`src/rtl/mem_arbiter.sv`:
```
// mem_arbiter: shares a single-port synchronous RAM/ROM between the Z80 bus
// and a loader/debug port, round-robin on ties, stalling the CPU via wait_n.
//
// Ports:
//   clk, reset             system clock, async active-high reset
//   cpu_mreq_n/rd_n/wr_n   Z80 strobes (active low, synchronous to clk)
//   cpu_a, cpu_dout        CPU address / write data
//   cpu_din                registered read data to the CPU bus mux
//   cpu_wait_n             CPU stall, active low (combinational)
//   ldr_req/we/a/wdata     loader request level, direction, address, data
//   ldr_ack, ldr_rdata     one-cycle completion pulse, loader read data
//   mem_a/we/din           registered memory address, write enable, data
//   mem_dout               memory read data, valid one clk after address
//
// Build option: define MEM_ARB_ROM_PROTECT_EN to block CPU writes below
// ROM_TOP (the CPU cycle still runs full length, memory is untouched).

module mem_arbiter #(
    parameter int            AW      = 8,
    parameter int            DW      = 8,
    parameter logic [AW-1:0] ROM_TOP = 'h40
) (
    input  logic          clk,
    input  logic          reset,
    input  logic          cpu_mreq_n,
    input  logic          cpu_rd_n,
    input  logic          cpu_wr_n,
    input  logic [AW-1:0] cpu_a,
    input  logic [DW-1:0] cpu_dout,
    output logic [DW-1:0] cpu_din,
    output logic          cpu_wait_n,
    input  logic          ldr_req,
    input  logic          ldr_we,
    input  logic [AW-1:0] ldr_a,
    input  logic [DW-1:0] ldr_wdata,
    output logic          ldr_ack,
    output logic [DW-1:0] ldr_rdata,
    output logic [AW-1:0] mem_a,
    output logic          mem_we,
    output logic [DW-1:0] mem_din,
    input  logic [DW-1:0] mem_dout
);

    localparam logic [2:0] IDLE   = 3'd0;
    localparam logic [2:0] C_ACC  = 3'd1;
    localparam logic [2:0] C_DONE = 3'd2;
    localparam logic [2:0] L_ACC  = 3'd3;
    localparam logic [2:0] L_DONE = 3'd4;

    localparam logic G_CPU = 1'b0;
    localparam logic G_LDR = 1'b1;

`ifdef MEM_ARB_ROM_PROTECT_EN
    localparam logic PROTECT = 1'b1;
`else
    localparam logic PROTECT = 1'b0;
`endif

    logic [2:0] state;
    logic       cpu_done;
    logic       last_grant;

    logic cpu_req;
    logic cpu_pend;
    logic cpu_we;
    logic grant_cpu;
    logic grant_ldr;

    assign cpu_req  = !cpu_mreq_n && (!cpu_rd_n || !cpu_wr_n);
    // cpu_done blocks a second access within the same Z80 cycle.
    assign cpu_pend = cpu_req && !cpu_done;
    assign cpu_wait_n = !cpu_pend;

    // Protected writes keep full timing but never raise mem_we.
    assign cpu_we = !cpu_wr_n && !(PROTECT && (cpu_a < ROM_TOP));

    // On a tie the side that did not win last time is served.
    assign grant_cpu = cpu_pend && (!ldr_req || last_grant == G_LDR);
    assign grant_ldr = ldr_req && !grant_cpu;

    always_ff @(posedge clk or posedge reset) begin
        if (reset) begin
            state      <= IDLE;
            cpu_done   <= 1'b0;
            last_grant <= G_LDR;
            cpu_din    <= '0;
            ldr_rdata  <= '0;
            ldr_ack    <= 1'b0;
            mem_a      <= '0;
            mem_we     <= 1'b0;
            mem_din    <= '0;
        end else begin
            ldr_ack <= 1'b0;
            if (cpu_mreq_n)
                cpu_done <= 1'b0;

            case (state)
                IDLE: begin
                    if (grant_cpu) begin
                        mem_a      <= cpu_a;
                        mem_din    <= cpu_dout;
                        mem_we     <= cpu_we;
                        last_grant <= G_CPU;
                        state      <= C_ACC;
                    end else if (grant_ldr) begin
                        mem_a      <= ldr_a;
                        mem_din    <= ldr_wdata;
                        mem_we     <= ldr_we;
                        last_grant <= G_LDR;
                        state      <= L_ACC;
                    end
                end
                C_ACC: begin
                    mem_we <= 1'b0;
                    state  <= C_DONE;
                end
                C_DONE: begin
                    cpu_din <= mem_dout;
                    // If the strobes already dropped, the clear wins so the
                    // next Z80 cycle is not swallowed.
                    if (!cpu_mreq_n)
                        cpu_done <= 1'b1;
                    state <= IDLE;
                end
                L_ACC: begin
                    mem_we <= 1'b0;
                    state  <= L_DONE;
                end
                L_DONE: begin
                    ldr_rdata <= mem_dout;
                    ldr_ack   <= 1'b1;
                    state     <= IDLE;
                end
                default: begin
                    mem_we <= 1'b0;
                    state  <= IDLE;
                end
            endcase
        end
    end

endmodule

```
`config.mk`:
```
export PLATFORM = sky130hd
export DESIGN_NAME = mem_arbiter
export DESIGN_NICKNAME = d
export VERILOG_FILES = /design/src/rtl/mem_arbiter.sv
export SDC_FILE = /design/constraint.sdc
export NUM_CORES = 1
export LEC_CHECK = 0
export ABC_AREA = 0
export BUFFER_PORTS_ARGS = -buffer_cell sky130_fd_sc_hd__buf_2
export CAP_MARGIN = 30
export CORE_ASPECT_RATIO = 0.7
export CORE_MARGIN = 1.5
export CORE_UTILIZATION = 38
export CTS_CLUSTER_DIAMETER = 40
export DETAILED_ROUTE_END_ITERATION = 10
export PLACE_DENSITY_LB_ADDON = 0.05
export SLEW_MARGIN = 20
export SYNTH_ARGS = -nofsm -noshare
export SYNTH_HDL_FRONTEND = slang
export SYNTH_SLANG_ARGS = --single-unit
```
`constraint.sdc`:
```
create_clock -name clk -period 2.4 [get_ports clk]
set_input_delay 0.24 -clock clk [delete_from_list [all_inputs] [get_ports clk]]
set_output_delay 0.24 -clock clk [all_outputs]
set_load 0.03 [all_outputs]
```
==> run_results.csv, run 1 <==
group,metric,value,unit
finish,ff_latch_area,977.2,µm²
sta,timing.final.crit_share,66.05,%
placement,numPortBuffers,81,
drt,vias,1261,
synth,ys_types,22,
sta,slew_headroom,60.76,%
grt,grt-ovfl-total,0,
power,ir_drop,688.7,µV
cts,cts_num_sinks,39,
power,design_power_total,3.276,mW
finish,multi_input_area,625.6,µm²
synth,synth_seq_cells,39,
die,initial_utilization,41.06,%
cts,tritoncts,"built",
run_status,status,"completed",
cts,clk_latency,0.29,ns
setup_path,cpMaxStageDelayCell,"dfrtp_1",
setup_path,crit_buf_inv,1,
sta,skew,0.005052,ns
setup_path,worstPathCellList,"a211oi_4, o21ai_2, buf_6, mux2i_1, o21ai_1",
grt,grt_pass1_wl,5423,µm
finish,most-common-layout-cells,"81 x buf_2, 38 x dfrtp_1, 17 x mux2i_1, 17 x nand2_1, 17 x mux2_2",
finish,fillers,367,
finish,final_common_cell,"buf_2",
finish,diodes,0,
die,die-area,4805,µm²
placement,preCtsSetupSlack,0.7875,ns
die,rows,19,
sta,min_period,1.585,ns
grt,grt_max_degree,28,
setup_path,end_kind,"register",
sta,tightest_slew,0.5886,ns
finish,layout.nets,266,
setup_path,required,2.58,ns
finish,area_delta_synth_final,34.93,%
synth,syn_area_per_cell,12.64,µm²
setup_path,max_stage_delay,0.41,ns
synth,ys_warn_count,0,
drt,drt_iter0_markers,23,
die,die_h,58.45,µm
setup_path,regToRegSetupSlack,0.81,ns
cts,clkSlewWorstSetupHoldPaths,0.07,ns
setup_path,crit_family,"compound AO/OA/AOI/OAI gates",
synth,syn-cell-area,1669,µm²
drt,postRouteAntennaNets,0,
synth,synth_fp_nets,179,
die,core,4065,µm²
setup_path,worstSetupPathType,"reg -> reg",
sta,max_freq,0.6308,GHz
drt,drtPass1Iterations,4,
cts,clock_path_buffers,2,
cts,cts-buffers-inserted,5,
setup_path,path_max_fanout,10,
placement,gp_congestion,0.8145,
setup_path,arrival,1.76,ns
drt,drc,0,
sta,setup_ws,0.8147,ns
die,ios,82,
sta,rsz0062_at_grt,"false",
min_path,hp-class,"in -> reg",
sta,drv_slew,0,
cts,htree_levels,2,
power,power_per_cell_area,1454,nW/µm²
finish,drive_gt1_share,52.27,%
flow_run,cap_violations,0,
grt,antenna_found_initial,0,
placement,dp_hpwl,2700,µm
synth,ys_seq_area_share,58.55,%
drt,wl_per_cell,12.43,µm
sta,fin_tns_setup,0,ns
cts,cts-root-buf,"clkbuf_8",
die,fp.dieW,82.22,µm
drt,totalWireLength,3380,µm
setup_path,critical_path.startpoint_type,"register",
grt,grt_usage,15.25,%
sta,final_hold_viol_count,0,
drt,viasPerCell,4.636,
synth,synthCells,132,
sta,whs,0.1431,ns
sta,setup_violations,0,
grt,grt_pass1_vias,1233,
power,leakage,1.212,nW
placement,dp.cells,263,
finish,fin_cells,272,
==> layer usage <==
metal	vias to the layer above	track usage, %	wire length, µm
met5	-	0	0
met2	43	24.62	1571
met4	0	5.811	38
met3	5	5.581	220
li1	628	-	-
met1	585	18.67	1549
==> through the flow <==
step | instance area, µm² | utilization (%)
final | 2252 | 55.40
after global routing | 2252 | 55.40
after CTS | 2252 | 55.40
after detailed placement | 2130 | 52.39
after global placement | 2107 | 51.83
after floorplan | 1669 | -
==> state kept, by name, summed over array words and instances (netlist names) <==
| register | flops |
|---|---|
| ldr_ack | 1 |
| state | 3 |
| cpu_din | 8 |
| mem_we | 1 |
| cpu_done | 1 |
| mem_a | 8 |
| mem_din | 8 |
| ldr_rdata | 8 |
| last_grant | 1 |
==> cell usage after synthesis, drive strengths merged <==
master  count  area share [%]
o21a        1            0.45
dfrtp      38              57
mux2       17              11
a211oi      1             1.2
inv         5             1.1
mux2i      17              10
nor3        1            0.30
nor3b       2             1.6
buf         3             2.2
clkbuf      3            0.67
o21ai      20             6.4
dfstp       1             1.6
nor2        3            0.67
nand2      17             3.8
and3b       1            0.52
a21oi       1            0.30
nand4b      1            0.52
==> cell families after synthesis <==
logic type	count (synthesis)	synth area share, %
AOI/OAI and AO/OA	23	8.396
buffers and inverters	11	3.973
DFF	39	58.55
and+or+nand+nor	25	7.421
muxes	34	21.66
==> worst paths after layout <==
path,startpoint,to,cells after the start
max,cpu_done,mem_din[0],5
min,cpu_mreq_n,cpu_done,2
max reg2reg,cpu_done,mem_din[0],5
min reg2reg,mem_a[1],mem_a[1],2
max in group asynchronous,reset,last_grant,4
min in group asynchronous,reset,ldr_rdata[7],3
==> layout make-up <==
| type | instances | share of cell area (%) |
|---|---|---|
| inverters | 5 | 0.8333 |
| clock inverters | 3 | 1.944 |
| multi-input cells | 82 | 27.78 |
| flip-flops and latches | 39 | 43.39 |
| well taps | 52 | 2.889 |
| repair buffers | 86 | 20.11 |
| clock buffers | 5 | 3.056 |
==> power breakdown <==
group | switching (mW) | internal, mW
Clock | 0.225 | 0.309
Combinational | 1.01 | 0.571
Sequential | 0.184 | 0.980
==> what timing repair did <==
item,4_1_cts,5_1_grt
hold endpoints to repair,12,0
setup buffers,0,0
resized for setup,0,0
endpoints found under the setup margin,0,0
hold buffers,1,0
Note: power is estimated with default switching activity, not from simulation.
==> inputs of run 2 (changes only) <==
ABC_AREA = 1   (was 0)
clock period = 1.51 ns   (was 2.4 ns; I/O delays follow)
==> run 2 against run 1 <==
- non-clock buffer count unchanged
- synthesized area grew 5.4%
- count of clock-buffer cells in the layout is 1 higher
- first-iteration DRC count is 130% higher
- sequential power up 59%
- sequential share of layout area is 1.7 points lower
- synthesized cell count grew 61%
- core utilization is 2.2 points lower
- highest routed layer unchanged
==> run_results.csv, run 2 <==
group,metric,value,unit
placement,dp_hpwl,2814,µm
synth,synth_top_cell_area_share,54.05,%
die,die_h,59.93,µm
min_path,hp-class,"in -> reg",
sta,max_freq,0.7580,GHz
setup_path,r2r-start,"last_grant",
synth,ys_types,19,
setup_path,cpMaxStageDelayCell,"dfstp_2",
synth,synth.most_common_cell,"nand2_1",
drt,viasPerCell,4.433,
synth,synthTopCellsByCount,"64 x nand2_1, 38 x dfrtp_1, 28 x nor2_1, 21 x inv_1, 18 x o21ai_0",
placement,gp_congestion,0.8086,
synth,synth_ff_type,"dfrtp_1",
drt,postRouteAntennaNets,0,
flow_run,cap_violations,0,
cts,clkSlewWorstSetupHoldPaths,0.08,ns
grt,grt_usage,15.99,%
die,initial_utilization,39.94,%
sta,tightest_slew,0.4767,ns
sta,final_hold_viol_count,0,
setup_path,critical_path.startpoint_type,"register",
cts,htree_levels,2,
finish,fin_util,53.24,%
synth,synth_area_leader_cell,"dfrtp_1",
die,fp.dieW,84.33,µm
synth,syn_area_per_cell,8.298,µm²
power,ir_drop,1116,µV
drt,vias,1565,
die,ios,82,
finish,most-common-layout-cells,"81 x buf_2, 64 x nand2_1, 38 x dfrtp_1",
setup_path,max_stage_delay,0.53,ns
run_status,status,"completed",
finish,multi_input_area,626.9,µm²
finish,layout.nets,344,
sta,drv_slew,0,
placement,dpl-instance-area,2202,µm²
finish,drive_gt1_share,35.91,%
grt,met2_usage,22.63,%
cts,cts-buffers-inserted,5,
grt,antenna_found_initial,0,
cts,clk_latency,0.28,ns
synth,synth_edf_count,0,
finish,final_cell_area,2345,µm²
cts,postCtsSetupRepairBufs,0,
grt,grt_pass1_wl,6258,µm
grt,grt_busiest_layer,"met1",
drt,drc,0,
drt,drt_iter0_markers,52,
setup_path,crit_end,"mem_din[1]",
die,die-area,5053,µm²
synth,synthCells,212,
finish,area_delta_synth_final,33.29,%
power,leakage,1.375,nW
placement,numPortBuffers,81,
cts,tritoncts,"built",
grt,met3_usage,5.387,%
power,power_per_cell_area,2345,nW/µm²
synth,async_flop_share,100.0,%
setup_path,reg2reg_depth,8,
cts,clock_path_buffers,2,
finish,ff_latch_area,977.2,µm²
setup_path,arrival,1.49,ns
drt,drtPass1Iterations,4,
synth,synth_area_leaders,"dfrtp_1 54%, nand2_1 14%, nor2_1 6.0%",
synth,synth_fp_nets,259,
cts,cts_num_sinks,39,
setup_path,regToRegSetupSlack,0.19,ns
cts,cts-root-buf,"clkbuf_8",
synth,synth_seq_cells,39,
setup_path,setup.worst_path.start,"last_grant",
drt,totalWireLength,3759,µm
setup_path,end_kind,"register",
sta,skew,0.004978,ns
setup_path,worstSetupPathType,"reg -> reg",
grt,met1_usage,23.16,%
drt,wl_per_cell,10.65,µm
grt,grt_pass1_vias,1376,
setup_path,worstPathCellList,"inv_1, nand2_1, nand3_2, buf_4, nor2_1, nor2_1, o21ai_1, nand2_1",
sta,fin_tns_setup,0,ns
sta,slew_headroom,68.22,%
grt,grt_max_degree,40,
sta,timing.final.crit_share,87.37,%
grt,grt-ovfl-total,0,
synth,syn-cell-area,1759,µm²
setup_path,path_max_fanout,13,
finish,diodes,0,
sta,setup_violations,0,
die,core,4404,µm²
sta,min_period,1.319,ns
power,design_power_total,5.500,mW
finish,fin_cells,353,
sta,rsz0062_at_grt,"false",
synth,ys_warn_count,0,
setup_path,r2r-end,"mem_din[1]",
setup_path,required,1.68,ns
die,rows,20,
finish,fillers,438,
synth,ys_seq_area_share,55.55,%
finish,final_common_cell,"buf_2",
placement,dp.cells,344,
run 2: changes by cell type after synthesis, sizes merged, moves of 2 or more:
cell    before  now
mux2        17    0
buf          3    8
nor3b        2    0
nor2         3   31
inv          5   25
clkbuf       3    0
nand2       17   69
o21ai       20   34
mux2i       17    0
nand3        0    2
run 2: critical path: cells and delay by family (launching register included):
kind	cells	cell delay, ns
flops	1	0.53
simple gates	5	0.36
buf+inv	2	0.22
compound gates	1	0.09
run 2: kinds of logic after synthesis:
logic type / Yosys count / share of synthesized area (%)
buf+inv: 33 / 8.819
flops: 39 / 55.55
compound gates: 35 / 9.957
simple gates: 105 / 25.68
run 2: final cells by class:
cell class | count | share of cell area [%]
sequential | 39 | 41.68
timing repair buffer | 86 | 19.00
clock inverter | 2 | 2.561
tap | 55 | 2.935
multi-input combinational | 140 | 26.73
clock buffer | 6 | 3.095
inverter | 25 | 4.002
run 2: worst min-delay path by stage:
stage	start	end	slack [ns]	depth (start not counted)
2_1_floorplan	cpu_mreq_n	cpu_done	0.21	1
3_3_place_gp	reset	cpu_din[5]	0.30	3
3_5_place_dp	reset	ldr_rdata[3]	0.29	3
4_1_cts	cpu_mreq_n	cpu_done	0.05	2
5_1_grt	cpu_mreq_n	cpu_done	0.05	2
6_report	cpu_mreq_n	cpu_done	0.05	2
run 2: metrics by stage:
| stage | worst slack [ns] | hold slack (ns) |
|---|---|---|
| after global routing | 0.06456 | 0.04658 |
| after detailed placement | 0.2054 | 0.2946 |
| final | 0.1908 | 0.05440 |
| after floorplan | 0.2807 | 0.2141 |
| after CTS | 0.1798 | 0.04590 |
| after global placement | 0.1991 | 0.2964 |
run 2: layer usage:
metal	up-vias	part of all wire (%)	wire length, µm
met3	5	6.9	260
met1	691	52	1947
met4	0	1.1	40
li1	822	-	-
met2	47	40	1511
met5	-	0	0
run 2: power breakdown:
part	leakage (nW)	total, mW	switching, mW	internal, mW
combinational	0.828	2.64	1.84	0.796
clock	0.0654	1.02	0.356	0.661
sequential	0.481	1.84	0.283	1.56
run 2: timing repair:
item                                   4_1_cts  5_1_grt
endpoints found under the hold margin       38        0
hold buffers                                 1        0
gates resized for setup                      0        0
